## src/rtl/io_out_pkg.sv

```systemverilog
// Shared definitions for the core output-port FIFO.
// Holds the default core word geometry, derived widths for that default
// configuration, and a pointer-increment helper that wraps at the FIFO depth.
package io_out_pkg;

  localparam int unsigned NBMANT_DEF = 16;
  localparam int unsigned NBEXPO_DEF = 6;
  localparam int unsigned NUIOOU_DEF = 8;
  localparam int unsigned FDEPTH_DEF = 8;

  localparam int unsigned NBW     = NBMANT_DEF + NBEXPO_DEF + 1;
  localparam int unsigned NBA     = $clog2(NUIOOU_DEF);
  localparam int unsigned ENTRY_W = NBA + NBW;

  // Next circular-buffer index; wraps to 0 after depth-1.
  function automatic int unsigned ptr_inc(input int unsigned ptr, input int unsigned depth);
    return (ptr + 32'd1 == depth) ? 32'd0 : ptr + 32'd1;
  endfunction

endpackage

```

## src/rtl/io_fifo_mem.sv

```systemverilog
// Simple dual-port register array: one synchronous write port, one
// asynchronous read port. Storage is deliberately not reset.
// Ports:
//   clk      - write clock
//   we_i     - write enable
//   waddr_i  - write index
//   wdata_i  - write data
//   raddr_i  - read index
//   rdata_o  - combinational read data at raddr_i
module io_fifo_mem #(
  parameter int unsigned Width = 8,
  parameter int unsigned Depth = 8
) (
  input  logic                     clk,
  input  logic                     we_i,
  input  logic [$clog2(Depth)-1:0] waddr_i,
  input  logic [Width-1:0]         wdata_i,
  input  logic [$clog2(Depth)-1:0] raddr_i,
  output logic [Width-1:0]         rdata_o
);

  logic [Width-1:0] mem_q [Depth];

  always_ff @(posedge clk) begin
    if (we_i) begin
      mem_q[waddr_i] <= wdata_i;
    end
  end

  assign rdata_o = mem_q[raddr_i];

endmodule

```

## src/rtl/io_out_fifo.sv

```systemverilog
// Output-port buffer behind the floating-point core. Every core output write
// (out_en with addr_out/data_in) is captured as a tagged entry and presented
// show-ahead on a valid/ready interface. The core cannot be stalled, so writes
// arriving while full are dropped and flagged in the sticky ovf bit.
// Ports:
//   clk, rst             - clock, asynchronous active-high reset
//   out_en/addr_out/data_in - core output write strobe, port tag, data word
//   m_valid/m_ready      - head entry handshake
//   m_addr/m_data        - head entry tag and data (0 when empty)
//   full/empty/count     - occupancy status, all from registered count
//   ovf/ovf_clr          - sticky drop flag and its clear
module io_out_fifo
  import io_out_pkg::*;
#(
  parameter int unsigned NBMANT = NBMANT_DEF,
  parameter int unsigned NBEXPO = NBEXPO_DEF,
  parameter int unsigned NUIOOU = NUIOOU_DEF,
  parameter int unsigned FDEPTH = FDEPTH_DEF
) (
  input  logic                                 clk,
  input  logic                                 rst,
  input  logic                                 out_en,
  input  logic [$clog2(NUIOOU)-1:0]            addr_out,
  input  logic [NBMANT+NBEXPO:0]               data_in,
  output logic                                 m_valid,
  input  logic                                 m_ready,
  output logic [$clog2(NUIOOU)-1:0]            m_addr,
  output logic [NBMANT+NBEXPO:0]               m_data,
  output logic                                 full,
  output logic                                 empty,
  output logic [$clog2(FDEPTH):0]              count,
  output logic                                 ovf,
  input  logic                                 ovf_clr
);

  localparam int unsigned DW = NBMANT + NBEXPO + 1;
  localparam int unsigned AW = $clog2(NUIOOU);
  localparam int unsigned EW = AW + DW;
  localparam int unsigned PW = $clog2(FDEPTH);
  localparam int unsigned CW = PW + 1;

  logic [PW-1:0] wr_ptr_q, wr_ptr_d;
  logic [PW-1:0] rd_ptr_q, rd_ptr_d;
  logic [CW-1:0] count_q, count_d;
  logic          ovf_q, ovf_d;

  logic          pop;
  logic          push_ok;
  logic [EW-1:0] head;

  assign empty   = (count_q == '0);
  assign full    = (count_q == CW'(FDEPTH));
  assign m_valid = !empty;
  assign count   = count_q;
  assign ovf     = ovf_q;

  assign pop     = m_valid && m_ready;
  // When full, a same-cycle pop frees the slot the push lands in.
  assign push_ok = out_en && (!full || pop);

  always_comb begin
    wr_ptr_d = wr_ptr_q;
    rd_ptr_d = rd_ptr_q;
    ovf_d    = ovf_q;
    count_d  = count_q + CW'(push_ok) - CW'(pop);
    if (push_ok) begin
      wr_ptr_d = PW'(ptr_inc(32'(wr_ptr_q), FDEPTH));
    end
    if (pop) begin
      rd_ptr_d = PW'(ptr_inc(32'(rd_ptr_q), FDEPTH));
    end
    // Set wins over clear so a drop is never lost.
    if (out_en && !push_ok) begin
      ovf_d = 1'b1;
    end else if (ovf_clr) begin
      ovf_d = 1'b0;
    end
  end

  always_ff @(posedge clk or posedge rst) begin
    if (rst) begin
      wr_ptr_q <= '0;
      rd_ptr_q <= '0;
      count_q  <= '0;
      ovf_q    <= 1'b0;
    end else begin
      wr_ptr_q <= wr_ptr_d;
      rd_ptr_q <= rd_ptr_d;
      count_q  <= count_d;
      ovf_q    <= ovf_d;
    end
  end

  io_fifo_mem #(
    .Width (EW),
    .Depth (FDEPTH)
  ) u_mem (
    .clk     (clk),
    .we_i    (push_ok),
    .waddr_i (wr_ptr_q),
    .wdata_i ({addr_out, data_in}),
    .raddr_i (rd_ptr_q),
    .rdata_o (head)
  );

  // Unwritten storage may be X; hide it while empty.
  assign m_addr = empty ? '0 : head[EW-1:DW];
  assign m_data = empty ? '0 : head[DW-1:0];

endmodule
```

## config.mk

```make
export PLATFORM = sky130hd
export DESIGN_NAME = io_out_fifo
export DESIGN_NICKNAME = d
export VERILOG_FILES = /design/src/rtl/io_out_pkg.sv /design/src/rtl/io_fifo_mem.sv /design/src/rtl/io_out_fifo.sv
export SDC_FILE = /design/constraint.sdc
export NUM_CORES = 1
export LEC_CHECK = 0
export ABC_AREA = 1
export ABC_CLOCK_PERIOD_IN_PS = 7000
export BUFFER_PORTS_ARGS = -buffer_cell sky130_fd_sc_hd__buf_2
export CELL_PAD_IN_SITES_DETAIL_PLACEMENT = 0
export CELL_PAD_IN_SITES_GLOBAL_PLACEMENT = 1
export CORE_ASPECT_RATIO = 0.6
export CORE_MARGIN = 2
export CORE_UTILIZATION = 45
export CTS_BUF_LIST = sky130_fd_sc_hd__clkbuf_8
export DETAILED_ROUTE_END_ITERATION = 12
export GPL_ROUTABILITY_DRIVEN = 0
export PLACE_DENSITY = 0.84
export SETUP_SLACK_MARGIN = 0.4
export SYNTH_ARGS = -nofsm -noshare
export SYNTH_HDL_FRONTEND = slang
export SYNTH_SLANG_ARGS = --single-unit
```

## constraint.sdc

```tcl
create_clock -name clk -period 7 [get_ports clk]
set_input_delay 0.35 -clock clk [delete_from_list [all_inputs] [get_ports clk]]
set_output_delay 0.35 -clock clk [all_outputs]
set_load 0.02 [all_outputs]
```

==> parameters.txt <==
Parameter                              Value

Synth
  Yosys reg bits    219
  Post-Synthesis Net Count    1,021
  Synthesized area per cell    9.952 um^2
  Synth cell count leaders    275 x nand2_1, 220 x inv_1, 208 x edfxtp_1
  Main flop type after synthesis    edfxtp_1
  Top cells by area, synth    edfxtp_1 64%, nand2_1 11%, inv_1 8.4%
  Count of unique library cells instantiated by Yosys    21
  Yosys warning count    0
  Sequential area share after synthesis    66.73%
  Share of the synthesized area in the top cell type    63.91%
  Async SR Flop Fraction    5.023%
  Library cell with the largest summed area after synthesis    edfxtp_1
  Synthesized area    0.009773 mm^2
  Most frequent cell after synthesis    nand2_1
  Number of instances in the synthesized netlist    982
  Number of enable-type register cells in the synthesized netlist    208

Worst setup path
  Worst Path Arrival    3.23 ns
  R2r startpoint    count[2]
  Crit path required time    6.65 ns
  Delay of the slowest critical-path stage    0.74 ns
  Endpoint type of the worst setup path    output port
  Cell Chain, Critical Path    inv_2, buf_4, nand2_1, nand3_1, nand2_1, nor2_1, nor2_1, buf_2
  Worst-path cell with the longest stage delay    inv_2
  CP Class    flip-flop to output port
  Crit Path Max Fanout    54
  Cells on worst reg2reg path    9
  Launching element of the worst setup path    rd_ptr_q[0]
  Critical Path Source Type    flip-flop

Global route
  Global-route congestion overflow total    0
  Antenna violations before repair    1
  Largest net degree at the start of global routing    67
  Total routing resource utilization after global routing    17.90%
  Via count of the first global-routing pass    6,087
  Global-route wire length before repair    32,270 um

Hold path
  Worst hold path type    primary input to flip-flop
  Startpoint of the lowest-slack hold path    ovf_clr
  Worst Hold Depth    2

Die
  Die Wd    194.3 um
  Core Box Area    0.02114 mm^2
  Area of the die    0.02295 mm^2
  Height of the die    118.2 um
  Number of core rows    41
  Effective utilization at floorplan    46.24%
  Count of pins on the block boundary    65

Final layout
  Area growth, synth to finish    11.56%
  Total Nets Final    1,087
  Fraction of layout instances using a drive strength above 1    11.80%
  Layout fillers    1,907

Timing
  Final setup violation count    0
  Clock Skews    0.02666 ns
  Share of the clock period used by the worst path    51.17%
  Number of hold-slack violations in the final timing report    0
  Slew Limit Fails    0
  Worst Max-Slew Pin Slew    1.181 ns
  Final-layout worst hold slack    0.06194 ns
  Min cycle time layout    3.582 ns
  Timing-limited maximum frequency    0.2792 GHz
  Final TNS setup    0 ns
  Setup repair after global routing missed its margin    no
  Relative max-transition margin    21.12%

Clocking
  Post-CTS Repair Setup Buffers    0
  Worst-Skew Late Latency    0.51 ns
  CTS tree    yes
  H-tree depth reported by CTS    2
  Number of buffers inserted during clock tree synthesis    34
  Maximum clock path buffer count    3
  Cells resized by post-CTS repair    0
  Clock sink count    219
  Post-CTS Hold Fix Bufs    1
  Cell chosen for the clock root    clkbuf_8
  Clk slew on worst S/H paths    0.06 ns

Drt
  Total via count in the routed design    6,292
  WL/cell    14.89 um
  DRC violation count after routing    0
  Via density per instance    4.668
  Number of violations reported at the end of detailed-routing iteration 0    560
  Number of search-and-repair iterations in the first detailed-routing pass    5
  Wire length after detailed routing    20,070 um
  Number of routed nets with antenna violations    0

Flow run
  Max Cap Violations    0

Placed design
  Post-DP HPWL    10,520 um
  Quantity of I/O buffers inserted on ports    64

Power
  Leakage power    5.074 nW
  IR Drop Worst-Case VDD    0.2606 mV
  PD cells    402.6 mW/mm^2

Run status
  Result of the run    completed
final cells by class:
cell class / count / area [um^2] / area share (%)
timing repair buffer: 74 / 397.9 / 3.649
tap: 279 / 349.1 / 3.202
inverter: 222 / 833.3 / 7.643
sequential: 219 / 6528 / 59.87
clock buffer: 35 / 481.7 / 4.418
clock inverter: 21 / 110.1 / 1.010
multi-input combinational: 497 / 2201 / 20.19
antenna: 1 / 2.502 / 0.02295
placed cells by master (no fill, tap or decap), types with 2 or more instances in the layout:
master,count
xor2_1,2
edfxtp_1,208
buf_2,64
xnor2_1,3
nand3_1,139
nand2_1,275
ha_1,7
dfrtp_2,2
clkinv_1,4
clkbuf_8,35
a21oi_1,2
nor2_1,56
dfrtp_1,8
nor2_4,4
inv_1,234
nor2_2,4
inv_2,2
buf_4,9
kinds of logic after synthesis:
family	synth area share, %
AO/OA/AOI/OAI	0.1536
XOR/XNOR	0.4482
adder cells (fa/ha/maj)	1.101
buffers and inverters	11.16
flip-flops	66.73
AND/OR/NAND/NOR	20.41
final timing paths:
path                                      to  slack (ns)
max                               m_data[18]        3.42
min                                      ovf        0.06
max reg2reg                u_mem.mem_q[3][2]        3.99
min reg2reg                              ovf        0.53
max in group asynchronous        rd_ptr_q[0]        6.22
min in group asynchronous        wr_ptr_q[0]        0.41
per-stage QoR:
stage	util, %	instance area, um^2	total power [mW]	std cells	worst slack [ns]
floorplan	-	9773	2.991	982	4.224
global placement	48.73	10300	3.460	1290	3.919
detailed placement	48.73	10300	3.470	1290	3.911
CTS	51.57	10900	4.437	1347	3.374
global route	51.59	10900	4.711	1348	3.134
finish	51.59	10900	4.390	1348	3.418
critical path, delay by kind of cell (launching register included):
| family | cells | cell delay, ns |
|---|---|---|
| buffers and inverters | 3 | 1.55 |
| flip-flops | 1 | 0.67 |
| AND/OR/NAND/NOR | 5 | 0.48 |
state kept, by name (all words and copies together), names as in the netlist:
name / count
count: 4
u_mem.mem_q: 208
wr_ptr_q: 3
ovf: 1
rd_ptr_q: 3
power by group:
group          switching (mW)  internal (mW)  leakage (nW)  total (mW)
clock network           0.464          0.497         0.351       0.961
registers              0.0944           1.63          2.02        1.72
logic                    1.20          0.510          2.70        1.71
per-layer routing:
layer | GRT usage (%) | share of wire [%] | vias up
li1 | - | - | 3196
met1 | 25.91 | 48 | 2892
met2 | 27.60 | 44 | 165
met3 | 3.767 | 5.7 | 39
met4 | 4.688 | 1.5 | 0
met5 | 0 | 0 | -
No activity file was read; power rests on OpenSTA's default activity.
